**src/rtl/div_seq_pkg.sv**
```systemverilog
// Shared definitions for the sequential signed divider:
// FSM state encoding, default width and iteration-counter sizing.
package div_seq_pkg;

    localparam int DIV_WIDTH = 32;

    typedef enum logic [1:0] {
        S_IDLE = 2'd0,
        S_RUN  = 2'd1,
        S_DONE = 2'd2
    } state_t;

    function automatic int cnt_width(input int w);
        return $clog2(w) + 1;
    endfunction

endpackage

```
**src/rtl/div_seq_if.sv**
```systemverilog
// Request/response bundle between the pipeline multdiv path and the divider.
interface div_seq_if
    import div_seq_pkg::*;
#(
    parameter int WIDTH = DIV_WIDTH
);
    logic             ctrl_DIV;
    logic [WIDTH-1:0] data_operandA;
    logic [WIDTH-1:0] data_operandB;
    logic [WIDTH-1:0] data_result;
    logic [WIDTH-1:0] data_remainder;
    logic             data_exception;
    logic             data_resultRDY;
    logic             data_busy;

    modport master (
        output ctrl_DIV, data_operandA, data_operandB,
        input  data_result, data_remainder, data_exception, data_resultRDY, data_busy
    );

    modport slave (
        input  ctrl_DIV, data_operandA, data_operandB,
        output data_result, data_remainder, data_exception, data_resultRDY, data_busy
    );
endinterface

```
**src/rtl/div_step.sv**
```systemverilog
// One combinational restoring-division step: shift {rem,q} left, subtract if it fits.
module div_step #(
    parameter int WIDTH = 32
) (
    input  logic [WIDTH:0]   rem,
    input  logic [WIDTH-1:0] q,
    input  logic [WIDTH:0]   divisor,
    output logic [WIDTH:0]   rem_next,
    output logic [WIDTH-1:0] q_next
);
    logic [WIDTH+1:0] shifted;
    logic [WIDTH+1:0] diff;

    always_comb begin
        shifted  = {rem, q[WIDTH-1]};
        diff     = shifted - {1'b0, divisor};
        q_next   = {q[WIDTH-2:0], 1'b0};
        rem_next = shifted[WIDTH:0];
        // both operands stay below 2^(WIDTH+1), so the top bit of diff is a clean borrow
        if (!diff[WIDTH+1]) begin
            rem_next  = diff[WIDTH:0];
            q_next[0] = 1'b1;
        end
    end
endmodule

```
**src/rtl/neg32.sv**
```systemverilog
// Two's complement negation, shared by magnitude extraction and sign fix-up.
module neg32 #(
    parameter int WIDTH = 32
) (
    input  logic [WIDTH-1:0] a,
    output logic [WIDTH-1:0] y
);
    assign y = '0 - a;
endmodule

```
**src/rtl/div_seq.sv**
```systemverilog
// Multi-cycle signed restoring divider: one quotient bit per clock on operand
// magnitudes, with quotient/remainder sign fix-up on completion.
module div_seq
    import div_seq_pkg::*;
#(
    parameter int WIDTH = DIV_WIDTH
) (
    input logic      clock,
    input logic      reset,
    div_seq_if.slave bus
);
    localparam int CW = cnt_width(WIDTH);

    state_t           state;
    state_t           state_n;
    logic             qsign;
    logic             asign;
    logic             ovf;
    logic [WIDTH:0]   rem;
    logic [WIDTH:0]   divisor;
    logic [WIDTH-1:0] q;
    logic [CW-1:0]    count;

    logic [WIDTH:0]   rem_nx;
    logic [WIDTH-1:0] q_nx;
    logic [WIDTH-1:0] neg_a;
    logic [WIDTH-1:0] neg_b;
    logic [WIDTH-1:0] neg_q;
    logic [WIDTH-1:0] neg_r;
    logic             sign_a;
    logic             sign_b;
    logic             b_zero;
    logic             last;
    logic             is_ovf;

    neg32 #(.WIDTH(WIDTH)) u_neg_a (.a(bus.data_operandA), .y(neg_a));
    neg32 #(.WIDTH(WIDTH)) u_neg_b (.a(bus.data_operandB), .y(neg_b));
    neg32 #(.WIDTH(WIDTH)) u_neg_q (.a(q),                 .y(neg_q));
    neg32 #(.WIDTH(WIDTH)) u_neg_r (.a(rem[WIDTH-1:0]),    .y(neg_r));

    div_step #(.WIDTH(WIDTH)) u_step (
        .rem      (rem),
        .q        (q),
        .divisor  (divisor),
        .rem_next (rem_nx),
        .q_next   (q_nx)
    );

    assign sign_a = bus.data_operandA[WIDTH-1];
    assign sign_b = bus.data_operandB[WIDTH-1];
    assign b_zero = (bus.data_operandB == '0);
    assign last   = (count == CW'(WIDTH - 1));
    assign is_ovf = (bus.data_operandA == {1'b1, {(WIDTH-1){1'b0}}}) && (bus.data_operandB == '1);

    assign bus.data_busy = (state != S_IDLE);

    always_ff @(posedge clock or posedge reset) begin
        if (reset) begin
            state <= S_IDLE;
        end else begin
            state <= state_n;
        end
    end

    always_comb begin
        state_n = state;
        case (state)
            S_IDLE:  if (bus.ctrl_DIV && !b_zero) state_n = S_RUN;
            S_RUN:   if (last) state_n = S_DONE;
            S_DONE:  state_n = S_IDLE;
            default: state_n = S_IDLE;
        endcase
    end

    always_ff @(posedge clock or posedge reset) begin
        if (reset) begin
            qsign              <= 1'b0;
            asign              <= 1'b0;
            ovf                <= 1'b0;
            rem                <= '0;
            divisor            <= '0;
            q                  <= '0;
            count              <= '0;
            bus.data_result    <= '0;
            bus.data_remainder <= '0;
            bus.data_exception <= 1'b0;
            bus.data_resultRDY <= 1'b0;
        end else begin
            bus.data_resultRDY <= 1'b0;
            case (state)
                S_IDLE: begin
                    if (bus.ctrl_DIV) begin
                        if (b_zero) begin
                            bus.data_result    <= '0;
                            bus.data_remainder <= bus.data_operandA;
                            bus.data_exception <= 1'b1;
                            bus.data_resultRDY <= 1'b1;
                        end else begin
                            // |A| fits unsigned in WIDTH bits, including the most negative value
                            qsign   <= sign_a ^ sign_b;
                            asign   <= sign_a;
                            ovf     <= is_ovf;
                            q       <= sign_a ? neg_a : bus.data_operandA;
                            divisor <= {1'b0, (sign_b ? neg_b : bus.data_operandB)};
                            rem     <= '0;
                            count   <= '0;
                        end
                    end
                end
                S_RUN: begin
                    rem   <= rem_nx;
                    q     <= q_nx;
                    count <= count + 1'b1;
                end
                S_DONE: begin
                    bus.data_result    <= qsign ? neg_q : q;
                    bus.data_remainder <= asign ? neg_r : rem[WIDTH-1:0];
                    bus.data_exception <= ovf;
                    bus.data_resultRDY <= 1'b1;
                end
                default: ;
            endcase
        end
    end
endmodule

```
**src/flat_wrapper.sv**
```systemverilog
// flat-port wrapper written by rule: the top's interface ports become plain ports
module div_seq_flat import div_seq_pkg::*;
#(
    parameter int WIDTH = DIV_WIDTH
)
  (clock, reset, bus_ctrl_DIV, bus_data_operandA, bus_data_operandB, bus_data_result, bus_data_remainder, bus_data_exception, bus_data_resultRDY, bus_data_busy);
  div_seq_if #(.WIDTH(WIDTH)) bus_i ();
  input logic clock;
  input logic reset;
  input wire logic [$bits(bus_i.ctrl_DIV)-1:0] bus_ctrl_DIV;
  input wire logic [$bits(bus_i.data_operandA)-1:0] bus_data_operandA;
  input wire logic [$bits(bus_i.data_operandB)-1:0] bus_data_operandB;
  output wire logic [$bits(bus_i.data_result)-1:0] bus_data_result;
  output wire logic [$bits(bus_i.data_remainder)-1:0] bus_data_remainder;
  output wire logic [$bits(bus_i.data_exception)-1:0] bus_data_exception;
  output wire logic [$bits(bus_i.data_resultRDY)-1:0] bus_data_resultRDY;
  output wire logic [$bits(bus_i.data_busy)-1:0] bus_data_busy;
  assign bus_i.ctrl_DIV = bus_ctrl_DIV;
  assign bus_i.data_operandA = bus_data_operandA;
  assign bus_i.data_operandB = bus_data_operandB;
  assign bus_data_result = bus_i.data_result;
  assign bus_data_remainder = bus_i.data_remainder;
  assign bus_data_exception = bus_i.data_exception;
  assign bus_data_resultRDY = bus_i.data_resultRDY;
  assign bus_data_busy = bus_i.data_busy;
  div_seq #(.WIDTH(WIDTH)) u_core (.clock(clock), .reset(reset), .bus(bus_i));
endmodule
```
**config.mk**
```make
export PLATFORM = sky130hd
export DESIGN_NAME = div_seq_flat
export DESIGN_NICKNAME = d
export VERILOG_FILES = /design/src/rtl/div_seq_pkg.sv /design/src/rtl/div_seq_if.sv /design/src/rtl/div_step.sv /design/src/rtl/neg32.sv /design/src/rtl/div_seq.sv /design/src/flat_wrapper.sv
export SDC_FILE = /design/constraint.sdc
export NUM_CORES = 1
export LEC_CHECK = 0
export CORE_UTILIZATION = 30
export DETAILED_ROUTE_END_ITERATION = 7
export SLEW_MARGIN = 10
export SYNTH_ARGS = -nofsm -noshare
export SYNTH_HDL_FRONTEND = slang
export SYNTH_HIERARCHICAL = 1
export SYNTH_SLANG_ARGS = --single-unit
export TNS_END_PERCENT = 30
```
**constraint.sdc**
```tcl
create_clock -name clock -period 5.9 [get_ports clock]
set_input_delay 0.59 -clock clock [delete_from_list [all_inputs] [get_ports clock]]
set_output_delay 0.59 -clock clock [all_outputs]
set_load 0.01 [all_outputs]
```
* Yosys cells after proc, flatten, opt, wreduce, memory -nomap -nowiden *
Cells that the tools add are included.
W data, S select, Z words.

word-level totals
  flip-flop bits (word level) = 174
  bits in latches = 0
  RAM bits = 0
  ROM bits = 0
  output and inout port bits = 67
  logic and storage cells = 72
  memories kept = 0

cells by class
  add/sub/neg operators = 6
  multipliers = 0
  divide/modulo/power cells = 0
  order comparisons = 0
  equality and inequality tests = 10
  shift operators = 0
  mux-type cells = 30
  bitwise gates (word level) = 2
  reduce and logical (&&, ||, !) cells = 12

operator list
  cell                     count
  $mux W32                 10
  $pmux W32 S2             3
  $sub A1 B32 Y32 const A  4
  $mux W33                 3
  $pmux W33 S2             1
  $eq A32 B32 Y1 const B   2
  $sub A34 B32 Y34         1
  $logic_not A32 Y1        1
  $mux W6                  2
  $pmux W6 S2              1
  $reduce_and A3 Y1        3
  $add A6 B1 Y6 const B    1
  $eq A6 B5 Y1 const B     1
  $ne A2 B1 Y1 const B     3
  $reduce_bool A2 Y1       3
  $mux W1                  5
  $mux W2                  2
  $ne A2 B2 Y1 const B     2
  $pmux W1 S2              2
  $pmux W2 S2              1
  $eq A2 B1 Y1 const B     1
  $eq A2 B2 Y1 const B     1
  $logic_and A1 B1 Y1      2
  $logic_not A2 Y1         1
  4 further kinds          4

* Longest topological paths before layout *
Gate-level depths: netlist of the first run.

  depth in word-level cells = 5
  mapped depth = 13
  depth with buffers taken out = 12

* By module *
Netlist of the first run, hierarchy kept.

by module, submodules not included
  module    times used  cells an instance  area an instance (µm²)  sequential area each (µm²)
  div_seq   1           732                8335.5                  4354.2
  neg32     4           88                 718.2                   0.0
  div_step  1           367                2750.1                  0.0

* Worst setup path after synthesis of the first run *
OpenSTA, ideal clock, no wires.

  path kind = reg-to-reg
  start = register u_core.q[31]
  end = register u_core.rem[28]
  library setup time = 121 ps
  arrival time = 2769 ps
  data required time = 5779 ps
  slack = 3010 ps
  stages on the path, launching flop included = 13
  path buffers = 0
  period minus slack after synthesis = 2890 ps
  path through = dfrtp_1 inv_1 ha_1 fa_1 nor2b_1 o31a_1 nand3_1 a2111o_1 a21o_1 a21o_1 xnor2_1 mux2_4 a22o_1

between the ends
  cells in the longest elaborated chain, start to end = 3

RTL lines
  element                      line            RTL
  start: declaration           div_seq.sv:21   logic [WIDTH-1:0] q;
  start signal: assignment     div_seq.sv:103  q <= sign_a ? neg_a : bus.data_operandA;
  start signal: assignment     div_seq.sv:112  q <= q_nx;
  $sub A34 B32 Y34             div_step.sv:16  diff = shifted - {1'b0, divisor};
  $mux W33                     div_step.sv:20  if (!diff[WIDTH+1]) begin
  named net u_core.rem_nx[28]  div_seq.sv:24   logic [WIDTH:0] rem_nx;
  $pmux W33 S2                 div_seq.sv:90   case (state)
  end signal: assignment       div_seq.sv:111  rem <= rem_nx;
  end: declaration             div_seq.sv:19   logic [WIDTH:0] rem;

The timed path passes the listed nets, and every way through them passes these cells.
A chain may end at the register's enable or synchronous reset.

* Worst setup path in the final report of the first run *
  start = register u_core.rem[5]
  end = register u_core.rem[4]

between the ends
  cells in the longest elaborated chain, start to end = 3

RTL lines
  element                     line
  $sub A34 B32 Y34            div_step.sv:16
  $mux W33                    div_step.sv:20
  named net u_core.rem_nx[4]  div_seq.sv:24
  $pmux W33 S2                div_seq.sv:90

The timed path passes the listed nets, and every way through them passes these cells.

==> results.yml, run 1 <==
synth:
  synthMuxAreaShare_pct: 12.7
  synth_ff_type: "dfrtp_1"
  synth_area_leaders: "dfrtp_1 31%, mux2i_1 9.2%, xnor2_1 7.7%"
  synthesis.area_mm2: 0.0140
  yosysSeqAreaShare_pct: 31.2
  synth_most_common_cell: "dfrtp_1"
  synth_fa_ha_area_share_pct: 3.55
  synth_edf_count: 0
  synth_top_family_by_area: "simple AND/OR/NAND/NOR gates"
  yosysUniqueCellTypes: 77
  synth_compound_area_share_pct: 16.5
  syn_nets: 1557
  synth_seq_cells: 174
  synthArstFlopShare_pct: 100
  syn_avg_cell_area_um2: 9.62
  yosys.area.top_type: "dfrtp_1"
  synthSimpleGateAreaFrac_pct: 19.4
  synth_xor_area_share_pct: 9.42
  synth_common_cells: "174 x dfrtp_1, 128 x mux2i_1, 123 x xnor2_1, 90 x nor2_1, 80 x nand2_1"
  synth.yosys.warnings: 6
  synth_top_area_share_pct: 31.2
  syn-instance-count: 1451
global_routing:
  grt_max_degree: 98
  gr-usage-met3_pct: 2.52
  grt_use_total_pct: 15.4
  grt_pass1_vias: 9908
  antenna_found_initial: 3
  gr-usage-met1_pct: 22.3
  grt_pass1_wl_mm: 57.2
  grt.overflow.total: 0
  grt.busiest_layer: "met2"
  met2_usage_pct: 23.7
finish:
  area_growth_pct: 14.5
  antenna_cells: 0
  layout-drive-gt1-share_pct: 10.1
  final_cells: 2101
  nets: 1595
  design_area_mm2: 0.0160
timing:
  rsz0062_at_grt: "no"
  finalHoldViolations: 0
  setup_violations: 0
  finalCritPeriodShare_pct: 60.8
  final.setup.tns_ps: 0
  relSlewSlack_pct: 21.5
  period_needed_ps: 3590
  finalMaxSlewViolations: 0
  fmax_mhz: 279
  worstMarginPinSlew_ps: 1180
  skew_ps: 11.4
floorplanning:
  fp.dieW_um: 218
  placementRows: 78
  fp.dieH_um: 218
  start_util_pct: 30.6
  coreArea_mm2: 0.0457
  die-area_mm2: 0.0474
  boundaryPins: 134
routing:
  num_vias: 10700
  initialDrtViolationCount: 528
  wirelength_mm: 36.2
  drc_errors: 0
  ant_nets: 0
  vias_per_cell: 5.09
  dr.pass1.iters: 5
  avgRoutedWirePerCell_um: 17.2
power_and_ir_drop:
  power_density_mw_per_mm2: 559
  ir_drop_uv: 361
  leakage_nw: 5.92
worst_setup_path:
  cp-end-kind: "flop"
  cp_max_fo: 34
  worstPathArrival_ps: 3910
  worstSetupPathType: "reg -> reg"
  start_kind: "flop"
  worstPathRequired_ps: 6220
clocking:
  cts_root_buf: "clkbuf_16"
  cts_resized: 0
  cts_hold_buf: 0
  clockBufferDepth: 2
  cts_buffers: 17
  clkSlewWorstSetupHoldPaths_ps: 70
  cts.htree.levels: 4
  post-cts-setup-buffers: 0
  clock-sinks: 174
  cts_tree: "built"
  clk_latency_ps: 440
min_path:
  worst_hold_path_type: "reg -> reg"
flow_run:
  cap_viol_max_count: 0
outcome:
  status: "finished, final reports clean"
place:
  place_area_mm2: 0.0154
  place_inst: 2070
  place_congestion: 0.828
  port_buffers: 133
  hpwl_mm: 27.7
-- report_power, final --
part,switching [mW],internal (mW)
Sequential,0.770,1.66
Combinational,2.47,2.86
Clock,0.507,0.674
Total,3.74,5.19
-- final timing paths --
kind | startpoint | to | cells after the start | slack [ps]
max | u_core/rem[5] | u_core/rem[4] | 11 | 2310
min | u_core/divisor[17] | u_core/divisor[17] | 2 | 480
max reg2reg | u_core/rem[5] | u_core/rem[4] | 11 | 2310
min reg2reg | u_core/divisor[17] | u_core/divisor[17] | 2 | 480
max in group asynchronous | reset | u_core/asign | 3 | 4240
min in group asynchronous | reset | u_core/bus.data_result[8] | 2 | 700
-- critical path, cell delays in order (launching register included) --
cell and delay [ps]:
dfrtp_1 490, ha_1 410, a21o_1 220, a211oi_2 310, o221ai_2 170, a31oi_4 230, o21ai_2 170, a21oi_4 210
xnor2_4 120, buf_4 480, mux2_2 410, a22o_1 210
-- kinds of logic (layout without fill, tap and decap cells) --
logic type               Yosys count  after routing
XOR/XNOR                         148            148
multiplexers                     163            163
AO/OA/AOI/OAI                    317            317
AND/OR/NAND/NOR                  427            427
flip-flops                       174            174
buffers and inverters            182            232
other                              1              1
adder cells (fa/ha/maj)           39             39
-- stage by stage --
step / util, % / worst slack [ps] / total power [mW] / hold slack, ps
floorplan: - / 593 / 6.85 / 450
global placement: 33.7 / 2140 / 7.69 / 464
detailed placement: 33.7 / 2010 / 7.77 / 472
CTS: 35.0 / 2300 / 8.99 / 488
global route: 35.0 / 2150 / 9.66 / 503
finish: 35.0 / 2310 / 8.94 / 481
-- placed cells by master, fill, tap and decap left out, types with 49 or more instances in the layout --
cell type	instances
clkdlybuf4s50_1	131
o21ai_0	52
inv_1	59
xnor2_1	123
a21oi_1	59
nor3_1	49
mux2i_1	128
dfrtp_1	172
nand2_1	80
nor2_1	90
-- layer usage --
layer	wire length (um)	share of wire [%]
met5	0	0
met4	455	1.3
met3	1600	4.4
met2	16100	44
met1	18100	50
-- sequential cells by signal, indices dropped and copies added (netlist names) --
name,count
u_core/count,6
u_core/bus.data_resultRDY,1
u_core/state,2
u_core/asign,1
u_core/bus.data_exception,1
u_core/bus.data_remainder,32
u_core/qsign,1
u_core/rem,33
u_core/q,32
u_core/bus.data_result,32
u_core/divisor,32
u_core/ovf,1
-- layout make-up --
| cell class | count | area, um2 |
|---|---|---|
| Sequential cell | 174 | 4360 |
| Inverter | 60 | 230 |
| Timing Repair Buffer | 141 | 1390 |
| Clock buffer | 17 | 425 |
| Tap cell | 600 | 751 |
| Multi-Input combinational cell | 1095 | 8640 |
| Fill cell | 4674 | 29700 |
| Clock inverter | 14 | 183 |
No activity file was read; power rests on OpenSTA's default activity.
==> inputs of run 2 (changes only) <==
==> constraint.sdc (replaced) <==
create_clock -name clock -period 3.6 [get_ports clock]
set_input_delay 0.36 -clock clock [delete_from_list [all_inputs] [get_ports clock]]
set_output_delay 0.36 -clock clock [all_outputs]
set_load 0.01 [all_outputs]
==> results.yml, run 2 (same netlist as run 1, synthesis figures left out) <==
floorplanning:
  fp.dieH_um: 218
  fp.dieW_um: 218
  placementRows: 78
  coreArea_mm2: 0.0457
  die-area_mm2: 0.0474
  start_util_pct: 30.6
  boundaryPins: 134
finish:
  largest-register: "u_core/rem"
  antenna_cells: 0
  largest_register_ffs: 33
  nets: 1630
  fin_util_pct: 35.7
  layout_common_cells: "172 x dfrtp_1, 131 x clkdlybuf4s50_1, 128 x mux2i_1, 123 x xnor2_1, 90 x nor2_1"
  mostFrequentLayoutCell: "dfrtp_1"
  area_growth_pct: 16.8
  layout-drive-gt1-share_pct: 12.1
clocking:
  cts_tree: "built"
  cts.htree.levels: 4
  clk_latency_ps: 440
  cts_root_buf: "clkbuf_16"
  clkSlewWorstSetupHoldPaths_ps: 70
  clock-sinks: 174
  cts_hold_buf: 0
  cts_buffers: 17
  cts_resized: 0
  post-cts-setup-buffers: 0
  clockBufferDepth: 2
routing:
  initialDrtViolationCount: 692
  wirelength_mm: 37.2
  vias_per_cell: 5.15
  ant_nets: 0
  dr.pass1.iters: 5
  avgRoutedWirePerCell_um: 17.4
  drc_errors: 0
  num_vias: 11000
worst_setup_path:
  r2r-end: "u_core/rem[3]"
  ff2ff_setup_slack_ps: 250
  cp_max_fo: 19
  r2r_start: "u_core/rem[0]"
  ff2ff_path_depth: 11
  cp-end-kind: "flop"
  worstSetupPathType: "reg -> reg"
  crit_path_end: "u_core/rem[3]"
  worstPathArrival_ps: 3680
  start_kind: "flop"
  worstPathRequired_ps: 3920
  startpoint: "u_core/rem[0]"
timing:
  final.setup.tns_ps: 0
  worstMarginPinSlew_ps: 995
  relSlewSlack_pct: 33.7
  finalMaxSlewViolations: 0
  finalHoldViolations: 0
  fmax_mhz: 298
  period_needed_ps: 3350
  rsz0062_at_grt: "no"
  setup_violations: 0
  skew_ps: 15.2
  finalCritPeriodShare_pct: 93.1
global_routing:
  grt.overflow.total: 0
  antenna_found_initial: 1
  grt_max_degree: 72
  grt_pass1_vias: 10600
  grt_pass1_wl_mm: 60.0
  grt_use_total_pct: 16.0
outcome:
  status: "finished, final reports clean"
place:
  place_congestion: 0.834
  port_buffers: 133
  hpwl_mm: 29.1
flow_run:
  cap_viol_max_count: 0
power_and_ir_drop:
  power_density_mw_per_mm2: 924
  leakage_nw: 6.10
  ir_drop_uv: 531
min_path:
  worst_hold_path_type: "in -> async"
==> run 2: per-layer routing <==
metal | track usage [%] | up-vias | wire length (um)
li1 | - | 5460 | -
met1 | 22.9 | 5259 | 18500
met2 | 24.7 | 251 | 16400
met4 | 4.41 | 2 | 648
met5 | 0 | - | 12
met3 | 2.36 | 37 | 1660
==> run 2: report_power, final <==
part           switching (mW)  internal [mW]  leakage (nW)
combinational            4.36           4.93          3.90
clock                   0.833           1.12         0.283
sequential               1.11           2.73          1.91
total                    6.30           8.78          6.10
==> run 2: cell type report <==
type | count | area, um2
Multi-Input combinational cell | 1095 | 8640
Clock buffer | 20 | 447
Inverter | 60 | 229
Tap cell | 600 | 751
Sequential cell | 174 | 4360
Fill cell | 4660 | 29400
Clock inverter | 12 | 160
Timing Repair Buffer | 176 | 1720
==> run 2: worst min path at each step <==
stage / to / slack (ps)
floorplan: u_core/divisor[10] / 450
global placement: u_core/divisor[25] / 460
detailed placement: u_core/divisor[30] / 470
CTS: u_core/asign / 360
global route: u_core/asign / 390
finish: u_core/q[2] / 380
==> run 2: per-stage QoR <==
step	power [mW]	cell area (um2)	hold slack [ps]	instances	worst slack (ps)
CTS	15.1	16300	362	2137	245
global placement	13.0	15700	463	2105	365
detailed placement	13.1	15700	471	2105	268
global route	16.3	16300	392	2137	108
floorplan	11.2	14000	450	1451	710
finish	15.1	16300	382	2137	248
==> run 2: critical path, cell delays in order (launching register included) <==
cell and delay [ps]:
dfrtp_1 480, ha_1 330, nor2b_1 190, o2111ai_1 150, nand2_1 200, a31oi_4 150, o21ai_2 340, a21oi_4 120
xnor2_4 460, buf_12 260, mux2_2 350, a22o_1 210
